==> src/rtl/seq_det_pkg.sv <==
// Shared types and helpers for the parametrised serial pattern detector.
//   state_e     : detector state (IDLE / FILL / SEARCH), 2-bit encoding
//   fill_cnt_w  : width of the fill counter, enough to hold 0..pattern_len
package seq_det_pkg;

  typedef enum logic [1:0] {
    IDLE   = 2'b00,
    FILL   = 2'b01,
    SEARCH = 2'b10
  } state_e;

  function automatic int fill_cnt_w(input int pattern_len);
    return $clog2(pattern_len + 1);
  endfunction

endpackage

==> src/rtl/seq_detector_param_sat_counter.sv <==
// Saturating up-counter with sticky saturation flag.
// Ports:
//   clk, rst_n : clock, asynchronous active-low reset
//   i_inc      : count one event (ignored once the counter is at its maximum)
//   i_clr      : synchronous clear of value and flag; wins over i_inc
//   o_value    : current count
//   o_sat      : sticky, set on the increment that reaches the maximum
module sat_counter #(
  parameter int WIDTH = 8
) (
  input  logic             clk,
  input  logic             rst_n,
  input  logic             i_inc,
  input  logic             i_clr,
  output logic [WIDTH-1:0] o_value,
  output logic             o_sat
);

  localparam logic [WIDTH-1:0] MAX_VAL  = {WIDTH{1'b1}};
  localparam logic [WIDTH-1:0] ZERO_VAL = {WIDTH{1'b0}};
  localparam logic [WIDTH-1:0] ONE_VAL  = WIDTH'(1);

  logic [WIDTH-1:0] r_value;
  logic             r_sat;

  // Count register and sticky saturation flag.
  always_ff @(posedge clk or negedge rst_n) begin
    if (!rst_n) begin
      r_value <= ZERO_VAL;
      r_sat   <= 1'b0;
    end else if (i_clr) begin
      r_value <= ZERO_VAL;
      r_sat   <= 1'b0;
    end else if (i_inc && (r_value != MAX_VAL)) begin
      r_value <= r_value + ONE_VAL;
      r_sat   <= (r_value == (MAX_VAL - ONE_VAL));
    end else begin
      r_value <= r_value;
      r_sat   <= r_sat;
    end
  end

  assign o_value = r_value;
  assign o_sat   = r_sat;

endmodule

==> src/rtl/seq_detector_param.sv <==
// Parametrised serial pattern detector with programmable pattern,
// overlap / non-overlap mode and a saturating match counter.
// Ports:
//   clk, rst_n   : clock, asynchronous active-low reset
//   enable       : low forces IDLE (window contents discarded)
//   in_valid     : qualifies in_bit
//   in_bit       : serial data, first received bit ends up as pattern MSB
//   overlap_en   : 1 = keep searching after a hit, 0 = refill after a hit
//   pat_load     : load pat_in as the new pattern, restart the window
//   pat_in       : new pattern
//   cnt_clr      : synchronous clear of match_count / cnt_sat
//   match        : registered one-cycle pulse per hit
//   match_count  : saturating hit count
//   cnt_sat      : sticky, match_count reached its maximum
//   primed       : a full window is held (state SEARCH)
module seq_detector_param
  import seq_det_pkg::*;
#(
  parameter int                     PATTERN_LEN   = 4,
  parameter logic [PATTERN_LEN-1:0] RESET_PATTERN = 4'b1011,
  parameter int                     COUNT_W       = 8
) (
  input  logic                   clk,
  input  logic                   rst_n,
  input  logic                   enable,
  input  logic                   in_valid,
  input  logic                   in_bit,
  input  logic                   overlap_en,
  input  logic                   pat_load,
  input  logic [PATTERN_LEN-1:0] pat_in,
  input  logic                   cnt_clr,
  output logic                   match,
  output logic [COUNT_W-1:0]     match_count,
  output logic                   cnt_sat,
  output logic                   primed
);

  localparam int                FILL_W    = fill_cnt_w(PATTERN_LEN);
  localparam logic [FILL_W-1:0] FILL_ZERO = {FILL_W{1'b0}};
  localparam logic [FILL_W-1:0] FILL_ONE  = FILL_W'(1);
  localparam logic [FILL_W-1:0] FILL_LAST = FILL_W'(PATTERN_LEN - 1);
  localparam logic [FILL_W-1:0] FILL_FULL = FILL_W'(PATTERN_LEN);
  localparam logic [PATTERN_LEN-2:0] HIST_ZERO = {(PATTERN_LEN-1){1'b0}};

  // The oldest bit of the history is always shifted out before a compare
  // could use it, so only the newest PATTERN_LEN-1 bits are stored.
  state_e                 r_state;
  logic [PATTERN_LEN-1:0] r_pattern;
  logic [PATTERN_LEN-2:0] r_hist;
  logic [FILL_W-1:0]      r_fill;
  logic                   r_match;
  logic                   r_primed;

  state_e                 w_next_state;
  logic [PATTERN_LEN-1:0] w_next_pattern;
  logic [PATTERN_LEN-2:0] w_next_hist;
  logic [FILL_W-1:0]      w_next_fill;
  logic                   w_accept;
  logic                   w_full;
  logic                   w_hit;
  logic [PATTERN_LEN-1:0] w_window;

  // Hit detection: a compare only happens when the accepted bit completes
  // (last FILL bit) or extends (SEARCH) a full window.
  always_comb begin
    w_accept = enable & in_valid & ~pat_load;
    w_window = {r_hist, in_bit};
    w_full   = (r_state == SEARCH) || ((r_state == FILL) && (r_fill == FILL_LAST));
    w_hit    = w_accept && w_full && (w_window == r_pattern);
  end

  // Next-state, history, fill and pattern update.
  always_comb begin
    w_next_state   = r_state;
    w_next_pattern = r_pattern;
    w_next_hist    = r_hist;
    w_next_fill    = r_fill;
    if (pat_load) begin
      w_next_pattern = pat_in;
      w_next_hist    = HIST_ZERO;
      w_next_fill    = FILL_ZERO;
      w_next_state   = enable ? FILL : IDLE;
    end else if (!enable) begin
      w_next_hist  = HIST_ZERO;
      w_next_fill  = FILL_ZERO;
      w_next_state = IDLE;
    end else begin
      case (r_state)
        IDLE: begin
          // Bits offered during the IDLE->FILL cycle are not consumed.
          w_next_state = FILL;
        end
        FILL: begin
          if (w_accept) begin
            w_next_hist = w_window[PATTERN_LEN-2:0];
            if (r_fill == FILL_LAST) begin
              if (w_hit && !overlap_en) begin
                w_next_fill  = FILL_ZERO;
                w_next_state = FILL;
              end else begin
                w_next_fill  = FILL_FULL;
                w_next_state = SEARCH;
              end
            end else begin
              w_next_fill = r_fill + FILL_ONE;
            end
          end else begin
            w_next_state = FILL;
          end
        end
        SEARCH: begin
          if (w_accept) begin
            w_next_hist = w_window[PATTERN_LEN-2:0];
            if (w_hit && !overlap_en) begin
              w_next_fill  = FILL_ZERO;
              w_next_state = FILL;
            end else begin
              w_next_state = SEARCH;
            end
          end else begin
            w_next_state = SEARCH;
          end
        end
        default: begin
          w_next_hist  = HIST_ZERO;
          w_next_fill  = FILL_ZERO;
          w_next_state = IDLE;
        end
      endcase
    end
  end

  // State, window and registered outputs.
  always_ff @(posedge clk or negedge rst_n) begin
    if (!rst_n) begin
      r_state   <= IDLE;
      r_pattern <= RESET_PATTERN;
      r_hist    <= HIST_ZERO;
      r_fill    <= FILL_ZERO;
      r_match   <= 1'b0;
      r_primed  <= 1'b0;
    end else begin
      r_state   <= w_next_state;
      r_pattern <= w_next_pattern;
      r_hist    <= w_next_hist;
      r_fill    <= w_next_fill;
      r_match   <= w_hit;
      // Registered from the next state so primed tracks r_state exactly.
      r_primed  <= (w_next_state == SEARCH);
    end
  end

  sat_counter #(
    .WIDTH (COUNT_W)
  ) u_match_cnt (
    .clk     (clk),
    .rst_n   (rst_n),
    .i_inc   (w_hit),
    .i_clr   (cnt_clr),
    .o_value (match_count),
    .o_sat   (cnt_sat)
  );

  assign match  = r_match;
  assign primed = r_primed;

endmodule

==> config.mk <==
export PLATFORM = sky130hd
export DESIGN_NAME = seq_detector_param
export DESIGN_NICKNAME = d
export VERILOG_FILES = /design/src/rtl/seq_det_pkg.sv /design/src/rtl/seq_detector_param_sat_counter.sv /design/src/rtl/seq_detector_param.sv
export SDC_FILE = /design/constraint.sdc
export NUM_CORES = 1
export LEC_CHECK = 0
export BUFFER_PORTS_ARGS = -buffer_cell sky130_fd_sc_hd__buf_2
export CAP_MARGIN = 20
export CORE_AREA = 2 2 49 60
export DETAILED_ROUTE_END_ITERATION = 10
export DIE_AREA = 0 0 51 62
export PLACE_DENSITY = 0.75
export SLEW_MARGIN = 20
export SYNTH_ARGS = -nofsm -noshare
export SYNTH_HDL_FRONTEND = slang
export SYNTH_SLANG_ARGS = --single-unit
==> constraint.sdc <==
create_clock -name clk -period 2.5 [get_ports clk]
set_input_delay 0.25 -clock clk [delete_from_list [all_inputs] [get_ports clk]]
set_output_delay 0.25 -clock clk [all_outputs]
set_load 0.01 [all_outputs]
Word-level counts from Yosys, hierarchy flattened
Cells that the tools add are included.
Word-level totals
  flip-flop bits (word level): 23
  bits of input ports: 12
  logic and storage cells: 61
Cells by class
  add/sub/neg operators: 2
  equal/unequal tests: 12
  mux-type cells: 24
  bitwise gates (word level): 3
  reductions and logical operators: 12
Operators by type and width (count)
  3-bit two-way mux: 10
  8-bit two-way mux: 2
  2-bit two-way mux: 6
  3-bit one-hot mux with 3 select lines: 1
  8-bit by 1-bit adder with 8-bit output (second input constant): 1
  8-bit == test (second input constant): 1
  4-bit inequality test (second input constant): 2
  8-bit inequality test (second input constant): 1
  2-bit one-hot mux with 3 select lines: 1
  3-bit one-hot mux with 2 select lines: 1
  1-bit logical AND: 5
  2-bit == test (second input constant): 2
  4-bit == test: 1
  4-bit by 2-bit inequality test with 1-bit output (second input constant): 1
  4-bit by 3-bit inequality test with 1-bit output (second input constant): 1
  4-bit AND reduction: 1
  3-bit by 1-bit adder with 3-bit output (second input constant): 1
  3-bit by 2-bit == test with 1-bit output (second input constant): 1
  1-bit two-way mux: 3
  3-bit inequality test (second input constant): 1
  1-bit AND: 2
  2-bit by 1-bit == test with 1-bit output (second input constant): 1
  2-bit logical NOT: 1
  2-bit AND reduction: 1
  other kinds (5): 5

Logic depth before layout (Yosys ltp)
  depth in word-level cells: 13
  mapped depth: 7
  gate-level depth less buffers: 7

Hierarchy
A second synthesis with hierarchy kept.
Unflattened totals
  cell total of the unflattened synthesis: 131
  area, all modules: 1401.3 µm²
By module, submodules not included
  seq_detector_param: instances 1, cells each 79, area each 842.1 µm², seq. area each 354.1 µm²
  sat_counter: instances 1, cells each 52, area each 559.3 µm², seq. area each 225.2 µm²

Worst setup path before layout
OpenSTA, ideal clock, no wires.
  path kind: register to register
  from: reg r_state[1]
  to: reg r_fill[0]
  library setup time: 0.125 ns
  arrival time: 1.938 ns
  slack: 0.437 ns
  stages on the path, launching flop included: 8
  clock period less this slack: 2.063 ns
  cells stage by stage: dfrtp_1 inv_1 ha_1 and3b_1 o2111ai_4 nor3_1 o31ai_1 mux2_2
On the way
  cells in the longest elaborated chain, start to end: 8
  elaborated cells between the ends (all ways): 16
  classes of those cells: 6 x eq/ne; 3 x mux; 7 x reduce/logical
RTL lines
  from (decl): line seq_detector_param.sv:47  | state_e r_state;
  from (signal assigned): line seq_detector_param.sv:143  | r_state <= w_next_state;
  2-bit by 1-bit == test with 1-bit output: line seq_detector_param.sv:68, seq_detector_param.sv:88
  1-bit logical AND: line seq_detector_param.sv:68  | w_full = (r_state == SEARCH) || ((r_state == FILL) && (r_fill == FILL_LAST));
  1-bit logical OR: line seq_detector_param.sv:68
  1-bit logical AND (2 in a row): line seq_detector_param.sv:69  | w_hit = w_accept && w_full && (w_window == r_pattern);
  1-bit logical AND: line seq_detector_param.sv:114  | if (w_hit && !overlap_en) begin
  4-bit by 3-bit inequality test with 1-bit output (no line)
  4-bit AND reduction (no line)
  to (signal assigned): line seq_detector_param.sv:146  | r_fill <= w_next_fill;
  to (decl): line seq_detector_param.sv:50  | logic [FILL_W-1:0] r_fill;
Parallel ways exist; a longest one is shown, timed or not.
A chain may end at the register's enable or synchronous reset.

Worst setup path in the final report
Same ends and word-level chain as after synthesis.

==> out/metrics.cfg <==
[power_and_ir_drop]
p_total_uw = 631.7
leakagePower_nw = 0.6864
power_density_nw_per_um2 = 422.1
ir_worst_vdd_v = 0.0002860

[grt]
antenna_found_initial = 0
grt_first_pass_wirelength_microns = 4319
gr-total-overflow = 0
grt_pass1_vias = 1035
grt_max_degree = 24
grt.total_usage_pct = 18.48

[drt]
drt_iter0_drc = 27
vias_per_cell = 5.588
wirelength_microns = 2480
ant_nets = 0
firstDrtPassIters = 4
num_vias = 1045
wl_per_cell_microns = 13.26
drc = 0

[worst_setup_path]
crit_path_start_kind = register
r2r_setup_slack_ns = 0.21
rr_startpoint = r_state[1]$_DFF_PN0_
timing.rr.end = r_fill[0]$_DFFE_PN0P_
worstPathRequired_ns = 2.71
cp-end-kind = register
path_max_fanout = 9
reg2reg_depth = 7
cp.arrival_ns = 2.50
crit_type = register to register

[sta]
setup-violations-final = 0
clock_skew_ns = 0.006563
drv_slew = 0
grt_setup_unrepaired = false
period_minus_slack_ns = 2.288
tns_ns = 0
worstMarginPinSlew_ns = 0.5059
slew_headroom_pct = 65.80
finalHoldViolations = 0
finalCritPeriodShare_pct = 91.53
fmax_ghz = 0.4370

[cells_and_area]
seq_area_sq_um = 579.3
final_cells = 187
fin_area_sq_um = 1496
drive_gt1_share_pct = 24.84
nNetsFinal = 173
final_common_cell = buf_2
area_growth_pct = 13.80
nFillCells = 231
multi_input_area_sq_um = 694.4
final_cell_mix = 22 x buf_2, 20 x dfrtp_1, 15 x nor2_1
insertedDiodeCount = 0

[logic_synthesis]
syn_area_per_cell_sq_um = 10.35
ys_ff_latch = 23
synth_warnings = 0
syn-num-nets = 146
netlist_area_sq_um = 1315
synth_top_area_cell = dfrtp_1
synth.distinct_cells = 39
synth_cells = 127
yosysSeqAreaShare_pct = 44.05
synth_top_area_share_pct = 38.06
synth.top_cells.by_area = dfrtp_1 38%, ha_1 6.7%, xnor2_1 6.7%

[floorplanning]
pin_count = 23
placement_rows = 21
initial_core_util_pct = 49.55
fp.dieW_microns = 51
dieHeight_microns = 62
design.die.area_sq_um = 3162
core-area_sq_um = 2654

[clocking]
cts_tree = yes
numClockSinks = 23
htree_levels = 1
numCtsBuffers = 3
clk_pin_slew_worst_paths_ns = 0.12
cts_buffer_depth = 2
cts_root_buffer = clkbuf_4
clk_latency_ns = 0.32
postCtsSetupBuffers = 0

[hold_path]
min_to = r_pattern[1]$_DFFE_PN1P_
min_path_cells = 2
hp-class = input pin to register
hp-start = pat_in[1]

[placement]
place.gp.congestion = 0.9248
dp.cells = 182
portBuffers = 22
dp_hpwl_microns = 1900
place_area_sq_um = 1460

[status]
outcome = finished clean

[run]
max_cap_viol_count = 0

[area by class of cell]
class / count / share of cell area, %
clock buffer: 4 / 1.756
inverter: 7 / 1.756
multi-input combinational: 95 / 46.40
sequential: 23 / 38.71
tap: 34 / 2.843
timing repair buffer: 24 / 8.528
[registers in the layout, summed over array words and instances, names as in the netlist]
name,count
u_match_cnt.o_value,8
r_pattern,4
r_fill,3
r_hist,3
r_state,2
match,1
primed,1
u_match_cnt.o_sat,1
[through the flow]
stage / setup slack, ns / utilization [%] / hold slack, ns
final: 0.2119 / 56.39 / 0.1614
after floorplan: 0.4369 / - / -0.04559
after CTS: 0.2150 / 56.39 / 0.1496
after global routing: 0.07788 / 56.39 / 0.1634
after global placement: 0.3200 / 55.02 / 0.2497
after detailed placement: 0.2468 / 55.02 / 0.2598
[where the power goes]
part	leakage [nW]	switching, mW	internal, mW
Sequential	0.306	0.00648	0.384
Clock	0.0150	0.112	0.0625
Combinational	0.365	0.0376	0.0284
[repair_timing]
action	in CTS	in global routing
setup endpoints to repair	0	0
resized for setup	0	0
hold endpoints to repair	20	0
hold buffers	1	0
[worst max-delay path, cell delays in order, from the launching register on]
cell	delay, ns
dfrtp_1	0.44
inv_1	0.10
ha_1	0.23
and3b_1	0.21
o2111ai_4	0.30
nor3_1	0.11
o31ai_1	0.41
mux2_2	0.38
[cells by family (layout without fill, tap and decap cells)]
group                    count (synthesis)  in the layout  synth area share [%]
multiplexers                             6              6                 5.043
XOR/XNOR                                10             10                 6.660
AND/OR/NAND/NOR                         50             50                 20.84
flip-flops                              23             23                 44.05
buffers and inverters                    9             35                 3.140
adder cells (fa/ha/maj)                  7              7                 6.660
AO/OA/AOI/OAI                           22             22                 13.61
[layer usage]
metal	global-route usage, %	up-vias	wire [microns]
met5	0	-	0
met4	13.13	0	68
met3	2.153	7	86
met2	31.35	24	1182
met1	22.15	507	1142
li1	-	507	-
[how the worst max path moves through the flow]
stage                               startpoint  slack [ns]  depth (start not counted)                     to
after detailed placement  r_state[1]$_DFF_PN0_        0.25                          7  r_fill[0]$_DFFE_PN0P_
after global placement    r_state[1]$_DFF_PN0_        0.32                          7  r_fill[0]$_DFFE_PN0P_
after global routing      r_state[1]$_DFF_PN0_        0.08                          7  r_fill[0]$_DFFE_PN0P_
final                     r_state[1]$_DFF_PN0_        0.21                          7  r_fill[0]$_DFFE_PN0P_
after floorplan           r_state[1]$_DFF_PN0_        0.44                          7  r_fill[0]$_DFFE_PN0P_
after CTS                 r_state[1]$_DFF_PN0_        0.21                          7  r_fill[0]$_DFFE_PN0P_
[Yosys cell counts]
cell and number:
nor2_1 15, buf_1 1, ha_1 7, a22oi_1 3
o21ai_0 2, a2111oi_1 1, nor3b_1 1, nor4b_1 1
nand3_1 6, a21o_1 2, a21oi_1 4, o31ai_1 1
nor3_1 5, o211ai_1 1, o21ba_2 1, a211oi_1 2
a32oi_1 1, mux2_2 5, or3_4 1, and3_1 4
nand2_1 5, nand4_1 1, dfrtp_1 20, and3b_1 1
dfstp_2 3, a41oi_1 1, a211o_1 1, nor4bb_1 1
xnor2_1 10, nor4_1 3, and2_1 1, and4_1 1
a22o_1 1, mux2i_1 1, buf_6 1, o2111ai_4 1
inv_1 7, nand2b_1 3, nor2b_4 1
Note: power is estimated with default switching activity, not from simulation.
